## config.mk

```make
export PLATFORM = sky130hd
export DESIGN_NAME = syn_down_counter_flat
export DESIGN_NICKNAME = d
export VERILOG_FILES = /design/src/rtl/syn_down_counter_pkg.sv /design/src/rtl/syn_down_counter_if.sv /design/src/rtl/syn_down_counter_tick_prescaler.sv /design/src/rtl/syn_down_counter.sv /design/src/flat_wrapper.sv
export SDC_FILE = /design/constraint.sdc
export NUM_CORES = 1
export LEC_CHECK = 0
export BUFFER_PORTS_ARGS = -buffer_cell sky130_fd_sc_hd__buf_2
export CORE_ASPECT_RATIO = 0.9
export CORE_UTILIZATION = 39
export CTS_CLUSTER_DIAMETER = 120
export DETAILED_ROUTE_END_ITERATION = 6
export GPL_ROUTABILITY_DRIVEN = 0
export HOLD_SLACK_MARGIN = 0.1
export SYNTH_ARGS = -nofsm -noshare
export SYNTH_HDL_FRONTEND = slang
export SYNTH_SLANG_ARGS = --single-unit
```

## constraint.sdc

```tcl
create_clock -name clk -period 2.29 [get_ports clk]
set_input_delay 0.458 -clock clk [delete_from_list [all_inputs] [get_ports clk]]
set_output_delay 0.458 -clock clk [all_outputs]
set_load 0.02 [all_outputs]
```

## src/rtl/syn_down_counter_pkg.sv

```systemverilog
// rtl/syn_down_counter_pkg.sv - shared types and parameter defaults for syn_down_counter
package syn_down_counter_pkg;

    localparam int DEF_WIDTH    = 4;
    localparam int DEF_PRESCALE = 5;

    typedef enum logic [1:0] {
        IDLE = 2'd0,
        RUN  = 2'd1,
        DONE = 2'd2
    } cnt_state_t;

endpackage

```

## src/rtl/syn_down_counter_if.sv

```systemverilog
// rtl/syn_down_counter_if.sv - control/status bundle for syn_down_counter
// Ports: load, load_val, start, auto_reload (into the counter);
//        out, tc, busy (from the counter).
interface syn_down_counter_if #(
    parameter int WIDTH = 4
);
    logic             load;
    logic [WIDTH-1:0] load_val;
    logic             start;
    logic             auto_reload;
    logic [WIDTH-1:0] out;
    logic             tc;
    logic             busy;

    modport master (
        output load, load_val, start, auto_reload,
        input  out, tc, busy
    );

    modport slave (
        input  load, load_val, start, auto_reload,
        output out, tc, busy
    );
endinterface

```

## src/rtl/syn_down_counter_tick_prescaler.sv

```systemverilog
// rtl/syn_down_counter_tick_prescaler.sv - free-running clock-enable divider for syn_down_counter
// Ports: clk, rst (async active-low), clr (synchronous clear), en (count enable),
//        tick (high for one clk when the counter sits at 2^PRESCALE-1 while enabled).
module tick_prescaler #(
    parameter int PRESCALE = 5
) (
    input  logic clk,
    input  logic rst,
    input  logic clr,
    input  logic en,
    output logic tick
);
    logic [PRESCALE-1:0] cnt_q;
    logic [PRESCALE-1:0] cnt_d;

    always_comb begin
        cnt_d = cnt_q;
        if (clr) begin
            cnt_d = '0;
        end else if (en) begin
            cnt_d = cnt_q + PRESCALE'(1);
        end
    end

    always_ff @(posedge clk or negedge rst) begin
        if (!rst) begin
            cnt_q <= '0;
        end else begin
            cnt_q <= cnt_d;
        end
    end

    assign tick = en && (cnt_q == '1);
endmodule

```

## src/rtl/syn_down_counter.sv

```systemverilog
// rtl/syn_down_counter.sv - loadable down counter/timer with one-shot and auto-reload modes
// Ports: clk, rst (async active-low), bus (syn_down_counter_if.slave: load, load_val,
//        start, auto_reload in; out, tc, busy out).
// Macro DOWN_CNT_PRESCALE_EN: when defined, each decrement takes 2^PRESCALE clocks via
// tick_prescaler; when undefined, the count steps every clock in RUN.
module syn_down_counter
    import syn_down_counter_pkg::*;
#(
    parameter int WIDTH    = DEF_WIDTH,
    parameter int PRESCALE = DEF_PRESCALE
) (
    input  logic                clk,
    input  logic                rst,
    syn_down_counter_if.slave   bus
);
    cnt_state_t       state_q, state_d;
    logic [WIDTH-1:0] out_q, out_d;
    logic [WIDTH-1:0] reload_q, reload_d;
    logic             tc_q, tc_d;
    logic             busy_q, busy_d;
    logic             tick;

`ifdef DOWN_CNT_PRESCALE_EN
    // Restart the divider whenever RUN is entered so the first decrement
    // lands a full 2^PRESCALE clocks after start.
    logic pre_clr;
    assign pre_clr = bus.load || ((state_q != RUN) && (state_d == RUN));

    tick_prescaler #(
        .PRESCALE (PRESCALE)
    ) u_tick_prescaler (
        .clk  (clk),
        .rst  (rst),
        .clr  (pre_clr),
        .en   (state_q == RUN),
        .tick (tick)
    );
`else
    logic unused_prescale;
    assign unused_prescale = ^PRESCALE;
    assign tick = (state_q == RUN);
`endif

    always_comb begin
        state_d  = state_q;
        out_d    = out_q;
        reload_d = reload_q;
        tc_d     = 1'b0;

        if (bus.load) begin
            // load overrides start and any tick on the same edge, and swallows tc
            out_d    = bus.load_val;
            reload_d = bus.load_val;
            state_d  = IDLE;
        end else begin
            unique case (state_q)
                IDLE: begin
                    if (bus.start) begin
                        if (out_q != '0) begin
                            state_d = RUN;
                        end else begin
                            state_d = DONE;
                            tc_d    = 1'b1;
                        end
                    end
                end
                RUN: begin
                    if (tick) begin
                        // <= 1 rather than == 1 keeps the count from ever wrapping
                        if (out_q <= WIDTH'(1)) begin
                            tc_d = 1'b1;
                            if (bus.auto_reload) begin
                                out_d = reload_q;
                            end else begin
                                out_d   = '0;
                                state_d = DONE;
                            end
                        end else begin
                            out_d = out_q - WIDTH'(1);
                        end
                    end
                end
                DONE: begin
                    if (bus.start) begin
                        if (reload_q != '0) begin
                            out_d   = reload_q;
                            state_d = RUN;
                        end else begin
                            tc_d = 1'b1;
                        end
                    end
                end
                default: begin
                    state_d = IDLE;
                end
            endcase
        end

        busy_d = (state_d == RUN);
    end

    always_ff @(posedge clk or negedge rst) begin
        if (!rst) begin
            state_q  <= IDLE;
            out_q    <= '0;
            reload_q <= '0;
            tc_q     <= 1'b0;
            busy_q   <= 1'b0;
        end else begin
            state_q  <= state_d;
            out_q    <= out_d;
            reload_q <= reload_d;
            tc_q     <= tc_d;
            busy_q   <= busy_d;
        end
    end

    assign bus.out  = out_q;
    assign bus.tc   = tc_q;
    assign bus.busy = busy_q;
endmodule

```

## src/flat_wrapper.sv

```systemverilog
// flat-port wrapper written by rule: the top's interface ports become plain ports
module syn_down_counter_flat import syn_down_counter_pkg::*;
#(
    parameter int WIDTH    = DEF_WIDTH,
    parameter int PRESCALE = DEF_PRESCALE
)
  (clk, rst, bus_load, bus_load_val, bus_start, bus_auto_reload, bus_out, bus_tc, bus_busy);
  syn_down_counter_if #(.WIDTH(WIDTH)) bus_i ();
  input  logic clk;
  input  logic rst;
  input wire logic [$bits(bus_i.load)-1:0] bus_load;
  input wire logic [$bits(bus_i.load_val)-1:0] bus_load_val;
  input wire logic [$bits(bus_i.start)-1:0] bus_start;
  input wire logic [$bits(bus_i.auto_reload)-1:0] bus_auto_reload;
  output wire logic [$bits(bus_i.out)-1:0] bus_out;
  output wire logic [$bits(bus_i.tc)-1:0] bus_tc;
  output wire logic [$bits(bus_i.busy)-1:0] bus_busy;
  assign bus_i.load = bus_load;
  assign bus_i.load_val = bus_load_val;
  assign bus_i.start = bus_start;
  assign bus_i.auto_reload = bus_auto_reload;
  assign bus_out = bus_i.out;
  assign bus_tc = bus_i.tc;
  assign bus_busy = bus_i.busy;
  syn_down_counter #(.WIDTH(WIDTH), .PRESCALE(PRESCALE)) u_core (.clk(clk), .rst(rst), .bus(bus_i));
endmodule
```

### After elaboration in Yosys (flattened, before gate mapping)

Index checks and enable logic that the tools add are counted.

| word-level totals | value |
|---|---|
| output and inout port bits | 6 |
| word-level logic and storage cells | 38 |
| input port bits | 9 |
| register bits | 12 |

| cells by class | value |
|---|---|
| $add $sub $neg | 1 |
| muxes and demuxes | 21 |
| equal/unequal tests | 5 |
| order comparisons | 1 |
| reductions and logical operators | 5 |

Operators by type and width:

| kind | count |
|---|---|
| $mux W4 | 5 |
| $mux W2 | 7 |
| $pmux W4 S2 | 1 |
| $reduce_bool A4 Y1 | 2 |
| $mux W1 | 6 |
| $pmux W2 S3 | 1 |
| $eq A2 B1 Y1 const B | 2 |
| $le A4 B1 Y1 const B | 1 |
| $sub A4 B1 Y4 const B | 1 |
| $ne A3 B2 Y1 const B | 1 |
| $ne A3 B3 Y1 const B | 1 |
| $pmux W1 S3 | 1 |
| $reduce_and A3 Y1 | 1 |
| $reduce_bool A3 Y1 | 1 |
| $eq A2 B2 Y1 const B | 1 |
| $logic_not A2 Y1 | 1 |

### Longest topological paths before layout

Gate-level depths: netlist of run 1.

| logic depth | value |
|---|---|
| depth after elaboration | 6 |
| gate-level depth with buffers | 7 |
| mapped depth without buffers | 6 |

### Worst setup path after synthesis of run 1

No wires, ideal clock.

| timing | value |
|---|---|
| kind | flip-flop to flip-flop |
| start | register u_core.out_q[0], in the netlist u_core.bus.out[0] |
| end | register u_core.out_q[0], in the netlist u_core.bus.out[0] |
| slack | 336 ps |
| path buffers | 1 |
| stages on the path, launching flop included | 8 |
| arrival time | 1818 ps |
| cell sequence | dfrtp_1 inv_1 ha_1 or2_2 clkbuf_1 a32o_1 a222oi_1 mux2i_1 |

| on the way | value |
|---|---|
| longest elaborated chain between the ends | 4 |
| elaborated cells between the ends (all ways) | 5 |

Ends and longest elaborated chain:

| element | RTL line | text |
|---|---|---|
| from (decl) | syn_down_counter.sv:17 | `logic [WIDTH-1:0] out_q, out_d;` |
| from (signal assigned) | syn_down_counter.sv:111 | `out_q <= out_d;` |
| $sub A4 B1 Y4 / $le A4 B1 Y1 (equally long branches) | syn_down_counter.sv:79, syn_down_counter.sv:70 |  |
| $mux W4 * | syn_down_counter.sv:70 | `if (out_q <= WIDTH'(1)) begin` |
| $pmux W4 S2 * | syn_down_counter.sv:56 | `unique case (state_q)` |
| $mux W4 * | syn_down_counter.sv:50 | `if (bus.load) begin` |

Mark *: on every way between the ends. The rest lies on a longest branch, timed or not.
A chain may end at the register's enable or synchronous reset.

### Final worst setup path of run 1

| timing | value |
|---|---|
| start | register u_core.out_q[0], in the netlist u_core.bus.out[0] |
| end | register u_core.out_q[1], in the netlist u_core.bus.out[1] |

The elaborated chain is that of the path after synthesis.

==> results.yml, run 1 <==
outcome:
  status: "finished, final reports clean"
routing:
  vias: 612
  routed-wl-met3_microns: 103
  vias_per_cell: 5.56
  dr.first_iter.drc_count: 41
  post_drt_wl_per_cell_microns: 13.9
  wl_microns: 1530
  top_layer: "met4"
  dr_wl_met2_microns: 660
  drc: 0
  wl_met1_microns: 749
  antenna_left: 0
  firstDrtPassIters: 4
critical_path:
  crit_slowest_cell: "dfrtp_1"
  critical_path_required_ns: 2.44
  crit_fanout: 6
  crit_arrival_ns: 2.08
  path_cells: "inv_1 -> ha_1 -> or2_2 -> a32o_1 -> a222oi_1 -> mux2i_1"
  start_kind: "flop"
  path_class: "flop to flop"
  cp-end-kind: "flop"
  slowest_delay_ns: 0.40
  cp_num_buf_inv: 1
  cp_top_family: "compound AO/OA/AOI/OAI gates"
place:
  hpwlAfterDp_microns: 1080
  io_buffers: 14
cells_and_area:
  utilization: 0.493
  mostFrequentLayoutCells: "buf_2, dfrtp_1, inv_1"
  drive_above_1_share: 0.279
  nets: 100
  final_common_cell: "buf_2"
  area_growth_pct: 16.5
  antenna_cells: 0
floorplanning:
  die_h_microns: 43.0
  core_sq_um: 1720
  rows: 14
  fp.dieW_microns: 47.5
  start_util: 0.423
  num_io_pins: 15
  dieArea_sq_um: 2040
timing:
  relSlewSlack: 0.686
  rsz0062_at_grt: "false"
  fmax_ghz: 0.520
  setup_viol: 0
  fin_crit_ns: 1.92
  worstMarginPinSlew_ns: 0.470
  clock_skew_ns: 0.0102
  finalCritPeriodShare: 0.839
  drv_slew: 0
  tns_ns: 0
  hold_viol_final: 0
global_routing:
  grt_pass1_vias: 534
  grt_overflow_total: 0
  grt_usage: 0.181
  grt_pass1_wl_microns: 2500
  antenna_found_initial: 0
  grt_max_degree: 19
cts:
  path_clk_slew_ns: 0.07
  clk_path_buf_depth: 2
  clkLatencyLatePin_ns: 0.28
  cts_made_buffers: 3
  post_cts_resized: 0
  root_buffer: "clkbuf_4"
  clock_sinks: 12
  htreeDepth: 1
  cts_tree: "built"
pwr:
  power_uw: 900
  p_per_area_nw_per_um2: 1060
  ir_worst_vdd_uv: 570
  leakage_nw: 0.381
logic_synthesis:
  avgSynthCellArea_sq_um: 10.2
  syn_nets: 83
  ys_ff_latch: 12
  yosys_warnings: 0
  netlist-cell-type-count: 32
  netlist_area_sq_um: 727
  syn_inst: 71
  yosysSeqAreaShare: 0.413
job:
  drv_cap: 0
min_path:
  min_path_type: "input port to flop"
worst paths after layout:
kind | cells past startpoint | start | endpoint | slack, ns
max | 6 | u_core.bus.out[0]$_DFFE_PN0P_ | u_core.bus.out[1]$_DFFE_PN0P_ | 0.37
min | 3 | bus_load_val[3] | u_core.reload_q[3]$_DFFE_PN0P_ | 0.44
max reg2reg | 6 | u_core.bus.out[0]$_DFFE_PN0P_ | u_core.bus.out[1]$_DFFE_PN0P_ | 0.37
min reg2reg | 1 | u_core.reload_q[0]$_DFFE_PN0P_ | u_core.reload_q[0]$_DFFE_PN0P_ | 0.57
max in group asynchronous | 2 | rst | u_core.state_q[0]$_DFF_PN0_ | 1.45
min in group asynchronous | 2 | rst | u_core.bus.out[1]$_DFFE_PN0P_ | 0.61
power breakdown:
part | total [mW] | internal [mW] | switching, mW
clock | 0.127 | 0.0609 | 0.0664
sequential | 0.327 | 0.269 | 0.0581
combinational | 0.445 | 0.180 | 0.265
metal layers:
metal | GRT usage | up-vias
met2 | 0.249 | 26
met1 | 0.256 | 284
met4 | 0.0514 | 0
li1 | - | 300
met3 | 0.0766 | 2
met5 | 0 | -
final cells by class:
type / count / area [sq um]
fill: 184 / 870
multi-input combinational: 50 / 392
sequential: 12 / 300
timing repair buffer: 15 / 80.1
tap: 24 / 30.0
clock buffer: 3 / 22.5
inverter: 6 / 22.5
what timing repair did:
| item | CTS | global route |
|---|---|---|
| hold endpoints to repair | 12 | 0 |
| buffers inserted | 0 | 0 |
| hold buffers | 1 | 0 |
Yosys cell counts:
library cell  number  area share
or4_4              1       0.015
nor3_1             2       0.014
or2_2              1      0.0086
nor2b_1            4       0.034
nand3_1            1      0.0069
a311oi_4           1       0.036
a21o_1             1       0.010
o221ai_1           1       0.012
a222oi_1           3       0.041
nand2_1            4       0.021
o21ai_0            5       0.034
buf_2              1      0.0069
and2b_2            1       0.012
a32o_1             1       0.014
nor3b_1            1       0.010
dfrtp_1           12        0.41
o41ai_1            1       0.012
inv_1              6       0.031
a221oi_1           1       0.012
a31oi_1            1      0.0086
clkbuf_1           2       0.010
mux2i_1            3       0.041
nand3b_1           1       0.010
a211oi_1           1       0.010
a2111oi_0          1       0.012
a22oi_1            1       0.010
a21oi_1            2       0.014
nand4b_1           1       0.012
a22o_1             1       0.012
mux2_2             3       0.046
nor2_1             3       0.015
ha_1               3       0.052
stage by stage:
stage	hold slack [ns]	setup slack, ns	area [sq um]	std cells
2_1_floorplan	0.162	0.336	727	71
3_3_place_gp	0.356	0.361	815	106
3_5_place_dp	0.356	0.387	815	106
4_1_cts	0.431	0.371	847	110
5_1_grt	0.424	0.176	847	110
6_report	0.437	0.368	847	110
flip-flops by register name, summed over array words and instances, names as in the netlist:
name             flops
u_core.state_q       2
u_core.bus.busy      1
u_core.bus.tc        1
u_core.bus.out       4
u_core.reload_q      4
tightest hold or removal path, cell delays in order:
cell and delay, ns:
buf_2 0.10, nand2_1 0.05, o21ai_0 0.06
logic make-up after synthesis:
kind of cell	synth area share
compound gates	0.239
fa+ha+maj	0.0516
buf+inv	0.0482
flops	0.413
mux	0.0878
simple gates	0.160
Note: power is estimated with default switching activity, not from simulation.
==> inputs of run 2 (changes only) <==
--- a/config.mk
+++ b/config.mk
@@ -5,6 +5,7 @@
 export SDC_FILE = /design/constraint.sdc
 export NUM_CORES = 1
 export LEC_CHECK = 0
+export ABC_AREA = 1
 export BUFFER_PORTS_ARGS = -buffer_cell sky130_fd_sc_hd__buf_2
 export CORE_ASPECT_RATIO = 0.9
 export CORE_UTILIZATION = 39
==> constraint.sdc (replaced) <==
create_clock -name clk -period 2 [get_ports clk]
set_input_delay 0.4 -clock clk [delete_from_list [all_inputs] [get_ports clk]]
set_output_delay 0.4 -clock clk [all_outputs]
set_load 0.02 [all_outputs]
==> results.yml, run 2 <==
logic_synthesis:
  synth_top_area_frac: 0.388
  synth_top_family_by_area: "simple AND/OR/NAND/NOR gates"
  async_reset_ff_frac: 1.00
  synth-compound-area-share: 0.0840
  netlist_area_sq_um: 774
  synth_fa_ha_area_frac: 0.0485
  synth_edf_count: 0
  netlist-cell-type-count: 15
  yosys.area_share.xor_xnor: 0.0113
  yosysTopAreaCell: "dfrtp_1"
  synth_area_leaders: "dfrtp_1, nand2_1, inv_1"
  avgSynthCellArea_sq_um: 6.68
  synth_ff_type: "dfrtp_1"
  yosysMostFrequentCell: "nand2_1"
  syn_nets: 128
  synth_mux_area_frac: 0
  ys_ff_latch: 12
  yosys-top-cells-count: "nand2_1, inv_1, nor2_1"
  synth-simple-area-share: 0.360
  syn_inst: 116
  yosysSeqAreaShare: 0.388
  yosys_warnings: 0
pwr:
  ir_worst_vdd_uv: 571
  leakage_nw: 0.552
  p_per_area_nw_per_um2: 1170
cells_and_area:
  fillers: 191
  antenna_cells: 0
  final_common_cell: "nand2_1"
  utilization: 0.518
  mostFrequentLayoutCells: "nand2_1, inv_1, nor2_1"
  nets: 147
  drive_above_1_share: 0.209
  area_growth_pct: 18.3
timing:
  setup_ws_ns: 0.567
  rsz0062_at_grt: "false"
  clock_skew_ns: 0.00172
  drv_slew: 0
  worstMarginPinSlew_ns: 0.288
  fin_crit_ns: 1.43
  fmax_ghz: 0.698
  tns_ns: 0
  setup_viol: 0
  hold_viol_final: 0
  finalCritPeriodShare: 0.717
  relSlewSlack: 0.807
global_routing:
  grt_pass1_wl_microns: 2680
  grt_pass1_vias: 656
  antenna_found_initial: 0
  grt_overflow_total: 0
  grt_usage: 0.169
  grt_max_degree: 14
critical_path:
  cp-end-kind: "flop"
  reg2reg_depth: 10
  r2r_slack_ns: 0.57
  path_class: "flop to flop"
  r2r_end: "u_core.bus.out[3]$_DFFE_PN0P_"
  timing.rr.start: "u_core.bus.out[0]$_DFFE_PN0P_"
  start_kind: "flop"
  crit_fanout: 5
  critical_path_required_ns: 2.17
  crit_arrival_ns: 1.60
floorplanning:
  num_io_pins: 15
  fp.dieW_microns: 49.0
  start_util: 0.438
  dieArea_sq_um: 2170
  die_h_microns: 44.3
  rows: 14
  core_sq_um: 1770
routing:
  drc: 0
  wl_microns: 1560
  firstDrtPassIters: 4
  dr.first_iter.drc_count: 21
  post_drt_wl_per_cell_microns: 9.86
  antenna_left: 0
  vias_per_cell: 4.59
  vias: 726
min_path:
  min-delay-start: "bus_load_val[0]"
  hold_end: "u_core.reload_q[0]$_DFFE_PN0P_"
  min_path_type: "input port to flop"
  worstHoldPathCells: 3
cts:
  cts_made_buffers: 3
  clk_path_buf_depth: 2
  path_clk_slew_ns: 0.08
  cts_tree: "built"
  cts_setup_buffers: 0
  htreeDepth: 1
  clkLatencyLatePin_ns: 0.27
  post_cts_resized: 0
  root_buffer: "clkbuf_4"
  cts_hold_buf: 1
  clock_sinks: 12
outcome:
  status: "finished, final reports clean"
place:
  hpwlAfterDp_microns: 1260
  io_buffers: 14
  place_ws_ns: 0.568
job:
  drv_cap: 0
## run 2: changes by cell type in the layout (fill, tap and decap cells not counted), sizes merged, moves of 4 or more
cell	change
nand2	+31
nor2	+17
inv	+15
nand3	+9
nor2b	-4
## run 2: kinds of logic after synthesis
kind of cell               after synthesis
xor gates and xnor gates                 1
DFF                                     12
adders and majority gates                3
AOI/OAI and AO/OA                       13
and+or+nand+nor                         65
buffers and inverters                   22
## run 2: cell type report
class,count,area (sq um),area share
flip-flops and latches,12,300,0.328
repair buffers,15,80.1,0.0874
clock buffers,4,36.3,0.0396
multi-input cells,82,390,0.426
inverters,21,78.8,0.0861
well taps,24,30.0,0.0328
## run 2: where the power goes
group	total (mW)	internal [mW]	switching [mW]	leakage, nW
Combinational	0.518	0.179	0.338	0.382
Sequential	0.363	0.302	0.0609	0.149
Clock	0.192	0.111	0.0812	0.0210
## run 2: metal layers
layer  up-vias  GRT usage  share of wire
li1        387          -              -
met1       316      0.224           0.50
met2        21      0.258           0.44
met3         2     0.0515          0.055
met4         0     0.0706         0.0077
met5         -          0              0
## run 2: worst max-delay path, cell delays in order (launching register included)
cell,delay (ns)
dfrtp_1,0.41
inv_1,0.10
ha_1,0.24
inv_1,0.06
nand2_1,0.06
nand2_2,0.10
nand2_2,0.09
nand3_1,0.09
nand3_1,0.08
nand2_1,0.06
nand2_1,0.04
## run 2: per-stage QoR
step | instances | instance area, sq um | power [mW] | hold WS, ns
6_report | 158 | 916 | 1.07 | 0.357
5_1_grt | 158 | 916 | 1.19 | 0.368
3_5_place_dp | 153 | 870 | 0.888 | 0.296
4_1_cts | 158 | 916 | 1.09 | 0.350
3_3_place_gp | 153 | 870 | 0.887 | 0.297
2_1_floorplan | 116 | 774 | 0.749 | 0.104
## run 2: worst max-delay path by stage
stage                                  start                            end  slack (ns)  cells after the start
2_1_floorplan  u_core.bus.out[0]$_DFFE_PN0P_    u_core.state_q[1]$_DFF_PN0_        0.54                     10
3_3_place_gp   u_core.bus.out[0]$_DFFE_PN0P_  u_core.bus.out[2]$_DFFE_PN0P_        0.62                     11
3_5_place_dp   u_core.bus.out[0]$_DFFE_PN0P_  u_core.bus.out[1]$_DFFE_PN0P_        0.57                     10
4_1_cts        u_core.bus.out[0]$_DFFE_PN0P_  u_core.bus.out[2]$_DFFE_PN0P_        0.55                     11
5_1_grt        u_core.bus.out[0]$_DFFE_PN0P_    u_core.state_q[1]$_DFF_PN0_        0.39                     10
6_report       u_core.bus.out[0]$_DFFE_PN0P_  u_core.bus.out[3]$_DFFE_PN0P_        0.57                     10
==> inputs of run 3 (changes only) <==
--- a/config.mk
+++ b/config.mk
@@ -5,7 +5,7 @@
 export SDC_FILE = /design/constraint.sdc
 export NUM_CORES = 1
 export LEC_CHECK = 0
-export ABC_AREA = 1
+export ABC_AREA = 0
 export BUFFER_PORTS_ARGS = -buffer_cell sky130_fd_sc_hd__buf_2
 export CORE_ASPECT_RATIO = 0.9
 export CORE_UTILIZATION = 39
==> constraint.sdc (replaced) <==
create_clock -name clk -period 1.4 [get_ports clk]
set_input_delay 0.28 -clock clk [delete_from_list [all_inputs] [get_ports clk]]
set_output_delay 0.28 -clock clk [all_outputs]
set_load 0.02 [all_outputs]
==> results.yml, run 3 (synthesis gave the netlist of run 1 again) <==
critical_path:
  r2r_end: "u_core.bus.out[1]$_DFFE_PN0P_"
  start_kind: "flop"
  cp_top_family: "simple AND/OR/NAND/NOR gates"
  cp-end-kind: "flop"
  crit_slowest_cell: "or4_4"
  crit_fanout: 5
  slowest_delay_ns: 0.57
  critical_path_required_ns: 1.60
  r2r_slack_ns: -0.26
  reg2reg_depth: 4
  path_class: "flop to flop"
  path_cells: "or4_4 -> a311oi_4 -> buf_6 -> mux2i_1"
  cp_num_buf_inv: 1
  timing.rr.start: "u_core.reload_q[3]$_DFFE_PN0P_"
  crit_arrival_ns: 1.85
pwr:
  ir_worst_vdd_uv: 1160
  leakage_nw: 0.524
  p_per_area_nw_per_um2: 1870
  power_mw: 2.13
cells_and_area:
  antenna_cells: 0
  design_area_sq_um: 1140
  utilization: 0.666
  nets: 125
  fin_cells: 136
  drive_above_1_share: 0.580
  final_common_cell: "buf_4"
  area_growth_pct: 57.3
  fillers: 150
  mostFrequentLayoutCells: "buf_4, buf_2, dfrtp_1"
timing:
  finalCritPeriodShare: 1.18
  rsz0062_at_grt: "true"
  tns_ns: -1.41
  drv_slew: 0
  worstMarginPinSlew_ns: 0.362
  relSlewSlack: 0.752
  fmax_ghz: 0.604
  fin_crit_ns: 1.66
  clock_skew_ns: 0.00167
  setup_viol: 8
  setup_ws_ns: -0.256
  hold_viol_final: 0
  hold_slack_ns: 0.231
routing:
  drc: 0
  vias_per_cell: 5.40
  dr.first_iter.drc_count: 31
  vias: 735
  wl_microns: 1920
  antenna_left: 0
  firstDrtPassIters: 6
  post_drt_wl_per_cell_microns: 14.1
floorplanning:
  die_h_microns: 43.0
  num_io_pins: 15
  fp.dieW_microns: 47.5
  core_sq_um: 1720
  start_util: 0.423
  rows: 14
  dieArea_sq_um: 2040
cts:
  htreeDepth: 1
  clock_sinks: 12
  cts_made_buffers: 3
  clkLatencyLatePin_ns: 0.27
  root_buffer: "clkbuf_4"
  clk_path_buf_depth: 2
  path_clk_slew_ns: 0.08
  cts_tree: "built"
outcome:
  status: "complete, but fails checks"
  failed_checks: "setup timing"
global_routing:
  grt_max_degree: 13
  grt_pass1_wl_microns: 2980
  grt_pass1_vias: 689
  antenna_found_initial: 0
  grt_usage: 0.211
  grt_overflow_total: 0
job:
  drv_cap: 0
place:
  placed_cells: 129
  hpwlAfterDp_microns: 1400
  place_ws_ns: -0.265
  dpl_cell_area_sq_um: 1020
  io_buffers: 14
min_path:
  min_path_type: "input port to flop"
  hold_end: "u_core.reload_q[3]$_DFFE_PN0P_"
  worstHoldPathCells: 3
  min-delay-start: "bus_load_val[3]"
[run 3: changes by cell type in the layout (fill, tap and decap cells not counted), moves of 8 or more]
cell     previous run  this run
inv_1              19         4
nor2_1             17         3
buf_4               0        22
nand3_1             9         1
nand2_1            31         4
[run 3: where the power goes]
| group | leakage [nW] | switching, mW | internal, mW |
|---|---|---|---|
| combinational | 0.356 | 0.657 | 0.674 |
| sequential | 0.147 | 0.0796 | 0.446 |
| clock | 0.0210 | 0.119 | 0.158 |
| total | 0.524 | 0.855 | 1.28 |
[run 3: metal layers]
layer / share of wire / wire length (microns) / track usage / up-vias
li1: - / - / - / 352
met1: 0.46 / 875 / 0.273 / 352
met2: 0.47 / 907 / 0.329 / 29
met3: 0.066 / 127 / 0.0681 / 2
met4: 0.0068 / 13 / 0.0629 / 0
met5: 0 / 0 / 0 / -
[run 3: how the worst max path moves through the flow]
stage                                        start                             to  slack (ns)  cells after the start
floorplan            u_core.bus.out[0]$_DFFE_PN0P_  u_core.bus.out[0]$_DFFE_PN0P_       -0.43                      7
global placement     u_core.bus.out[0]$_DFFE_PN0P_  u_core.bus.out[0]$_DFFE_PN0P_       -0.26                      5
detailed placement   u_core.bus.out[0]$_DFFE_PN0P_  u_core.bus.out[0]$_DFFE_PN0P_       -0.26                      6
CTS                  u_core.bus.out[0]$_DFFE_PN0P_  u_core.bus.out[0]$_DFFE_PN0P_       -0.24                      6
global route         u_core.bus.out[0]$_DFFE_PN0P_  u_core.bus.out[0]$_DFFE_PN0P_       -0.36                      6
finish              u_core.reload_q[3]$_DFFE_PN0P_  u_core.bus.out[1]$_DFFE_PN0P_       -0.26                      4
[run 3: worst min-delay path, cell delays in order]
cell and delay [ns]:
buf_2 0.09, nand2_1 0.04, o21ai_0 0.06
[run 3: area by class of cell]
| class | instances | area [sq um] | area share |
|---|---|---|---|
| multi-input combinational | 50 | 470 | 0.411 |
| sequential | 12 | 303 | 0.265 |
| timing repair buffer | 40 | 279 | 0.244 |
| clock buffer | 4 | 36.3 | 0.0317 |
| tap | 24 | 30.0 | 0.0263 |
| inverter | 6 | 25.0 | 0.0219 |
[run 3: what timing repair did]
action / in CTS / in global routing
setup endpoints to repair: 8 / 8
resized for setup: 14 / 3
buffers inserted: 1 / 2
hold buffers: 1 / 0
pin swaps: 7 / 5
gates cloned: 0 / 0
hold endpoints to repair: 12 / 0
